File: src/rtl/uart_tx_en.sv
// ---------------------------------------------------------------------------
// uart_tx_en
//   8N1 UART transmitter paced by an external baud/oversample tick. Each bit
//   (start, eight data bits LSB first, stop) lasts Oversample ticks of 'en',
//   so the transmitter can share the tick generator of the oversampling
//   receiver. A one-entry holding register accepts the next byte through a
//   valid/ready handshake while the current frame is still shifting out, which
//   lets frames follow each other with no idle gap on the line.
//
// Parameters
//   Oversample  en ticks per bit (>= 2)
//
// Ports
//   clk     in   system clock, all state changes on the rising edge
//   nReset  in   asynchronous, active-low reset
//   en      in   baud/oversample tick; the line state only advances when high
//   valid   in   byte on 'data' is valid; taken when valid && ready
//   data    in   byte to transmit (8 bits, LSB first on the line)
//   ready   out  holding register empty, a byte can be accepted
//   out     out  registered serial line, idles high
//   busy    out  a frame is in progress (state is not IDLE)
//   done    out  single clk pulse when a stop bit completes
// ---------------------------------------------------------------------------
module uart_tx_en #(
    parameter int Oversample = 16
) (
    input  logic       clk,
    input  logic       nReset,
    input  logic       en,
    input  logic       valid,
    input  logic [7:0] data,
    output logic       ready,
    output logic       out,
    output logic       busy,
    output logic       done
);

    localparam int CntW = (Oversample > 1) ? $clog2(Oversample) : 1;
    localparam logic [CntW-1:0] TickReload = CntW'(Oversample - 1);

    typedef enum logic [1:0] {
        IDLE  = 2'd0,
        START = 2'd1,
        DATA  = 2'd2,
        STOP  = 2'd3
    } txState;

    txState          state;
    txState          stateNext;
    logic [CntW-1:0] tickCnt;
    logic [CntW-1:0] tickNext;
    logic [2:0]      bitCnt;
    logic [2:0]      bitNext;
    logic [7:0]      shiftReg;
    logic [7:0]      shiftNext;
    logic            outNext;
    logic            doneNext;
    logic [7:0]      holdReg;
    logic            holdFull;
    logic            loadHold;
    logic            periodEnd;

    // A bit period finishes on the tick where the down-counter has reached
    // zero; the counter is then reloaded for the next period.
    assign periodEnd = (tickCnt == '0);

    // The holding register is the only thing the handshake looks at, so ready
    // simply mirrors its empty flag; busy is any non-idle state.
    assign ready = ~holdFull;
    assign busy  = (state != IDLE);

    // Next-state and datapath logic. Nothing on the line side moves unless
    // en is high. Starting a frame (from IDLE or straight out of STOP) copies
    // the holding register into the shift register, frees the holding
    // register and drives the start bit on the same edge. The shift register
    // is shifted right so that bit 0 always holds the next bit to send.
    always_comb begin
        stateNext = state;
        tickNext  = tickCnt;
        bitNext   = bitCnt;
        shiftNext = shiftReg;
        outNext   = out;
        doneNext  = 1'b0;
        loadHold  = 1'b0;

        case (state)
            IDLE: begin
                outNext = 1'b1;
                if (en && holdFull) begin
                    stateNext = START;
                    loadHold  = 1'b1;
                    shiftNext = holdReg;
                    tickNext  = TickReload;
                    bitNext   = 3'd0;
                    outNext   = 1'b0;
                end
            end

            START: begin
                if (en) begin
                    if (periodEnd) begin
                        stateNext = DATA;
                        tickNext  = TickReload;
                        bitNext   = 3'd0;
                        outNext   = shiftReg[0];
                        shiftNext = {1'b0, shiftReg[7:1]};
                    end else begin
                        tickNext = tickCnt - CntW'(1);
                    end
                end
            end

            DATA: begin
                if (en) begin
                    if (periodEnd) begin
                        tickNext = TickReload;
                        if (bitCnt == 3'd7) begin
                            stateNext = STOP;
                            outNext   = 1'b1;
                        end else begin
                            bitNext   = bitCnt + 3'd1;
                            outNext   = shiftReg[0];
                            shiftNext = {1'b0, shiftReg[7:1]};
                        end
                    end else begin
                        tickNext = tickCnt - CntW'(1);
                    end
                end
            end

            STOP: begin
                if (en) begin
                    if (periodEnd) begin
                        doneNext = 1'b1;
                        tickNext = TickReload;
                        bitNext  = 3'd0;
                        if (holdFull) begin
                            stateNext = START;
                            loadHold  = 1'b1;
                            shiftNext = holdReg;
                            outNext   = 1'b0;
                        end else begin
                            stateNext = IDLE;
                            outNext   = 1'b1;
                        end
                    end else begin
                        tickNext = tickCnt - CntW'(1);
                    end
                end
            end

            default: begin
                stateNext = IDLE;
                tickNext  = TickReload;
                bitNext   = 3'd0;
                outNext   = 1'b1;
            end
        endcase
    end

    // State register for the transmit side. Reset forces the line high at
    // once, so a frame in progress is cut off immediately.
    always_ff @(posedge clk or negedge nReset) begin
        if (!nReset) begin
            state    <= IDLE;
            tickCnt  <= TickReload;
            bitCnt   <= 3'd0;
            shiftReg <= 8'h00;
            out      <= 1'b1;
            done     <= 1'b0;
        end else begin
            state    <= stateNext;
            tickCnt  <= tickNext;
            bitCnt   <= bitNext;
            shiftReg <= shiftNext;
            out      <= outNext;
            done     <= doneNext;
        end
    end

    // Holding register and handshake, independent of en. A load into the
    // shift register can only happen while the register is full, and a new
    // byte is only taken while it is empty, so the two never coincide. A byte
    // taken on the same edge that STOP ends is only seen by the FSM on the
    // following tick. Reset discards whatever was waiting here.
    always_ff @(posedge clk or negedge nReset) begin
        if (!nReset) begin
            holdReg  <= 8'h00;
            holdFull <= 1'b0;
        end else if (loadHold) begin
            holdFull <= 1'b0;
        end else if (valid && !holdFull) begin
            holdReg  <= data;
            holdFull <= 1'b1;
        end
    end

endmodule
File: config.mk
export PLATFORM = sky130hd
export DESIGN_NAME = uart_tx_en
export DESIGN_NICKNAME = d
export VERILOG_FILES = /design/src/rtl/uart_tx_en.sv
export SDC_FILE = /design/constraint.sdc
export NUM_CORES = 1
export LEC_CHECK = 0
export ABC_AREA = 1
export CAP_MARGIN = 10
export CORE_MARGIN = 1.5
export CORE_UTILIZATION = 55
export CTS_BUF_LIST = sky130_fd_sc_hd__clkbuf_4 sky130_fd_sc_hd__clkbuf_8 sky130_fd_sc_hd__clkbuf_16
export DETAILED_ROUTE_END_ITERATION = 6
export PLACE_DENSITY = 0.78
export SLEW_MARGIN = 20
export SYNTH_ARGS = -nofsm -noshare
export SYNTH_HDL_FRONTEND = slang
export SYNTH_SLANG_ARGS = --single-unit
File: constraint.sdc
create_clock -name clk -period 1.9 [get_ports clk]
set_input_delay 0.38 -clock clk [delete_from_list [all_inputs] [get_ports clk]]
set_output_delay 0.38 -clock clk [all_outputs]
set_load 0.03 [all_outputs]
# Word-level counts from Yosys, hierarchy flattened
# Cells that the tools add are included.
[word_totals] regBits=28 latch_bits=0 mem_bits_rw=0 rom_bits=0 inputBits=12 elab_cells=95 memories=0
[classes] addsub=2 n_mul=0 n_div=0 n_lt_le_gt_ge=0 n_eq_ne=17 shift=0 muxes=51 bitwise=2 n_reduce_logical=15
[ops] operator="$mux W8" count=9
[ops] operator="$pmux W8 S4" count=1
[ops] operator="$ne A2 B2 Y1 const B" count=10
[ops] operator="$mux W1" count=19
[ops] operator="$mux W3" count=6
[ops] operator="$mux W2" count=8
[ops] operator="$mux W4" count=3
[ops] operator="$reduce_and A6 Y1" count=2
[ops] operator="$pmux W3 S3" count=1
[ops] operator="$reduce_and A9 Y1" count=1
[ops] operator="$pmux W2 S4" count=1
[ops] operator="$pmux W4 S2" count=1
[ops] operator="$reduce_and A8 Y1" count=1
[ops] operator="$ne A2 B1 Y1 const B" count=3
[ops] operator="$eq A2 B2 Y1 const B" count=2
[ops] operator="$logic_not A4 Y1" count=1
[ops] operator="$pmux W1 S4" count=1
[ops] operator="$reduce_and A2 Y1" count=2
[ops] operator="$reduce_bool A2 Y1" count=2
[ops] operator="$sub A4 B1 Y4 const B" count=1
[ops] operator="$add A3 B1 Y3 const B" count=1
[ops] operator="$eq A3 B3 Y1 const B" count=1
[ops] operator="$reduce_or A3 Y1" count=1
[ops] operator="$eq A2 B1 Y1 const B" count=1
[ops] operator="6 further kinds" count=8

# Longest topological paths before layout
[depth] depth_word=6 ltp_mapped=8 ltp_nobuf=8

# Worst setup path before layout
# No wires, ideal clock.
[synth_path] path_type="reg2reg" startpoint="reg state[0]" endpoint="reg shiftReg[0]" setup_time_ns=0.116 arrival_ns=1.491 required_ns=1.784 path_slack_ns=0.292 path_stages_with_launch=9 path_buffers=0 synth_period_minus_slack_ns=1.608 cell_sequence="dfrtp_1 > inv_1 > ha_1 > inv_1 > a21oi_2 > a21oi_4 > nand2_4 > nand2_1 > nand2_1"
[synth_between] elab_chain_len=3 elab_cells_between_ends=15 classes_between="eq/ne (12); mux (1); reduce/logical (2)"
[synth_lines] item="start: declaration" line_no="48" text="txState state;"
[synth_lines] item="start signal: assignment" line_no="172" text="state <= stateNext;"
[synth_lines] item="$eq A2 B2 Y1, or another cell as far along" line_no="86" text="case (state)"
[synth_lines] item="$ne A2 B2 Y1 (no source line)"
[synth_lines] item="$reduce_and A9 Y1 (no source line)"
[synth_lines] item="end signal: assignment" line_no="175" text="shiftReg <= shiftNext;"
[synth_lines] item="end: declaration" line_no="54" text="logic [7:0] shiftReg;"
# Several ways; a longest one is shown, not always the timed one.
# A chain may end at the register's enable or synchronous reset.

# Worst setup path in the final report
[layout_path] startpoint="reg state[0]" endpoint="out busy"
[layout_between] elab_chain_len=1
[layout_lines] item="$reduce_bool A2 Y1" line_no="70" text="assign busy = (state != IDLE);"
[layout_lines] item="end: declaration" line_no="34" text="output logic busy,"
# No other way between the ends.

==> flow_metrics.tcl <==
set metrics [dict create \
    synth_top_family_by_area "simple AND/OR/NAND/NOR gates" \
    synth-adder-area-share 0.0606 \
    rr_worst_depth 8 \
    grt_pass1_vias 1151 \
    path_class "flip-flop to output pin" \
    placed_area_sq_mm 0.00164 \
    peakVddDrop_v 0.00104 \
    cts-resized-gates 3 \
    grt_max_degree 29 \
    nets 214 \
    antenna_found_initial 0 \
    finalSetupTns_ns 0 \
    antenna_left 0 \
    cts.sinks 28 \
    critPathBufInv 3 \
    initial_core_util 0.584 \
    holdBufCountCts 0 \
    overflow 0 \
    die_area_sq_mm 0.00295 \
    num_antenna_cells 0 \
    worstMarginPinSlew_ns 0.446 \
    yosysUniqueCellTypes 20 \
    hold_violations 0 \
    yosys_register_bits 28 \
    grt_pass1_wl_um 4550 \
    clk_path_buf_depth 2 \
    cpMaxStageDelayCell "dfrtp_1" \
    drive_gt1_frac 0.113 \
    fin_area_sq_mm 0.00167 \
    htree_num_levels 1 \
    hpwl_um 2150 \
    postCtsSetupRepairBufs 0 \
    die_height_um 54.3 \
    wl_per_cell_um 12.6 \
    status "finished clean" \
    areaGrowthSynthToFinish_pct 15.4 \
    crit_path_cell_trace "inv_1 > ha_1 > inv_2 > buf_4" \
    cts-buffers-inserted 3 \
    ys_warn_count 0 \
    max_cap_viol_count 0 \
    maxSlewHeadroom 0.703 \
    yosysSeqAreaShare 0.489 \
    cts_tree "yes" \
    grt_usage 0.216 \
    drc 0 \
    syn_avg_cell_area_sq_um 8.27 \
    muxShareOfSynthArea 0.00779 \
    endpoint_kind "output pin" \
    num_rows 18 \
    rsz0062_at_grt "false" \
    drtPass1Iterations 5 \
    max_freq_mhz 554 \
    setup_viol_count_final 0 \
    insertion_delay_ns 0.33 \
    vias_per_cell 5.44 \
    syn_area_sq_mm 0.00145 \
    synth_cells 175 \
    num_io_pins 16 \
    synth_xor_xnor_area_share 0.00606 \
    via_count 1219 \
    nFillCells 218 \
    crit_family "flip-flops" \
    path_max_fanout 7 \
    synth-simple-area-share 0.266 \
    io_buffers 15 \
    worst-endpoint-required_ns 1.52 \
    crit_arrival_ns 1.42 \
    holdCritPathClass "input port to async pin" \
    drt_iter0_markers 26 \
    synth-compound-area-share 0.106 \
    p_leak_uw 0.000864 \
    crit_cells 4 \
    finalCritPeriodShare 0.950 \
    crit_path_max_incr_delay_ns 0.44 \
    gp_congestion 0.839 \
    slew_viol_final 0 \
    critPathLaunchType "flip-flop" \
    die_x_um 54.3 \
    powerDensity_mw_per_mm2 1660 \
    core-area_sq_mm 0.00248 \
    fin_skew_ns 0.00823 \
    synth_fp_nets 194 \
    clockRootBuffer "clkbuf_4" \
    period_needed_ns 1.80 \
    clkSlewWorstSetupHoldPaths_ns 0.15 \
    routed_wl_um 2820 \
]
==> worst register-to-register path: cells and delay by family (launching register included) <==
family          cells  cell delay (ns)
flops               1             0.44
fa+ha+maj           1             0.24
simple gates        5             0.54
compound gates      1             0.32
buf+inv             1             0.10
==> stage by stage <==
stage	instances	setup WS, ns	hold WS, ns	utilization	total power [uW]
4_1_cts	224	0.0825	0.405	0.674	2770
2_1_floorplan	175	0.292	0.0844	-	2100
6_report	224	0.0952	0.397	0.674	2760
3_3_place_gp	220	0.169	0.457	0.660	2380
5_1_grt	224	0.0225	0.449	0.674	3010
3_5_place_dp	220	0.0716	0.458	0.660	2480
==> synthesized netlist by cell type, drive strengths merged <==
master | count | share of area
xor2 | 1 | 0.0061
nand3 | 17 | 0.059
dfstp | 5 | 0.091
nand2 | 50 | 0.14
dfrtp | 23 | 0.40
ha | 7 | 0.061
buf | 1 | 0.0052
mux2 | 1 | 0.0078
clkbuf | 1 | 0.0026
nand4 | 6 | 0.026
nor2 | 16 | 0.042
o21ai | 11 | 0.038
inv | 22 | 0.057
a21oi | 13 | 0.063
a31oi | 1 | 0.0043
==> final timing paths <==
| kind | start | endpoint | slack, ns |
|---|---|---|---|
| worst max-delay path | state[0]$_DFFE_PN0P_ | busy | 0.1 |
| worst min-delay path | nReset | done$_DFF_PN0_ | 0.40 |
| worst max register to register | state[0]$_DFFE_PN0P_ | shiftReg[2]$_DFFE_PN0P_ | 0.16 |
| worst min register to register | shiftReg[1]$_DFFE_PN0P_ | shiftReg[1]$_DFFE_PN0P_ | 0.49 |
| max in group asynchronous | nReset | tickCnt[1]$_DFFE_PN1P_ | 1.19 |
| min in group clk | shiftReg[1]$_DFFE_PN0P_ | shiftReg[1]$_DFFE_PN0P_ | 0.49 |
==> layer usage <==
metal	vias up	share of wire	GRT usage	wire length [um]
met5	-	0	0	0
met1	576	0.44	0.241	1230
met4	0	0.017	0.117	49
li1	605	-	-	-
met2	34	0.51	0.386	1430
met3	4	0.035	0.0410	99
==> state kept, by name, summed over array words and instances (netlist names) <==
signal,cells
holdFull,1
done,1
bitCnt,3
state,2
tickCnt,4
out,1
shiftReg,8
holdReg,8
==> final cells by class <==
cell class | count | area [sq um] | share of cell area
Clock buffer | 4 | 36.3 | 0.0217
Inverter | 22 | 82.6 | 0.0495
Multi-Input combinational cell | 123 | 646 | 0.387
Sequential cell | 28 | 707 | 0.424
Tap cell | 30 | 37.5 | 0.0225
Timing Repair Buffer | 17 | 160 | 0.0960
==> cell usage in the layout (no fill, tap or decap), drive strengths merged <==
| cell | n |
|---|---|
| nor2 | 16 |
| mux2 | 1 |
| dlygate4sd2 | 2 |
| buf | 3 |
| dfrtp | 23 |
| o21ai | 11 |
| clkdlybuf4s50 | 12 |
| nand2 | 50 |
| xor2 | 1 |
| inv | 22 |
| a21oi | 13 |
| ha | 7 |
| nand3 | 17 |
| clkbuf | 4 |
| dfstp | 5 |
| nand4 | 6 |
| a31oi | 1 |
==> cells by family (layout without fill, tap and decap cells) <==
logic type | Yosys count | after routing
adders and majority gates | 7 | 7
muxes | 1 | 1
buffers and inverters | 24 | 43
and+or+nand+nor | 89 | 89
AOI/OAI and AO/OA | 25 | 25
xor gates and xnor gates | 1 | 1
DFF | 28 | 28
==> where the power goes <==
part | internal (uW) | leakage [uW] | switching, uW
combinational | 494 | 0.000514 | 955
clock | 118 | 0.0000210 | 175
sequential | 879 | 0.000329 | 142
Note: power is estimated with default switching activity, not from simulation.
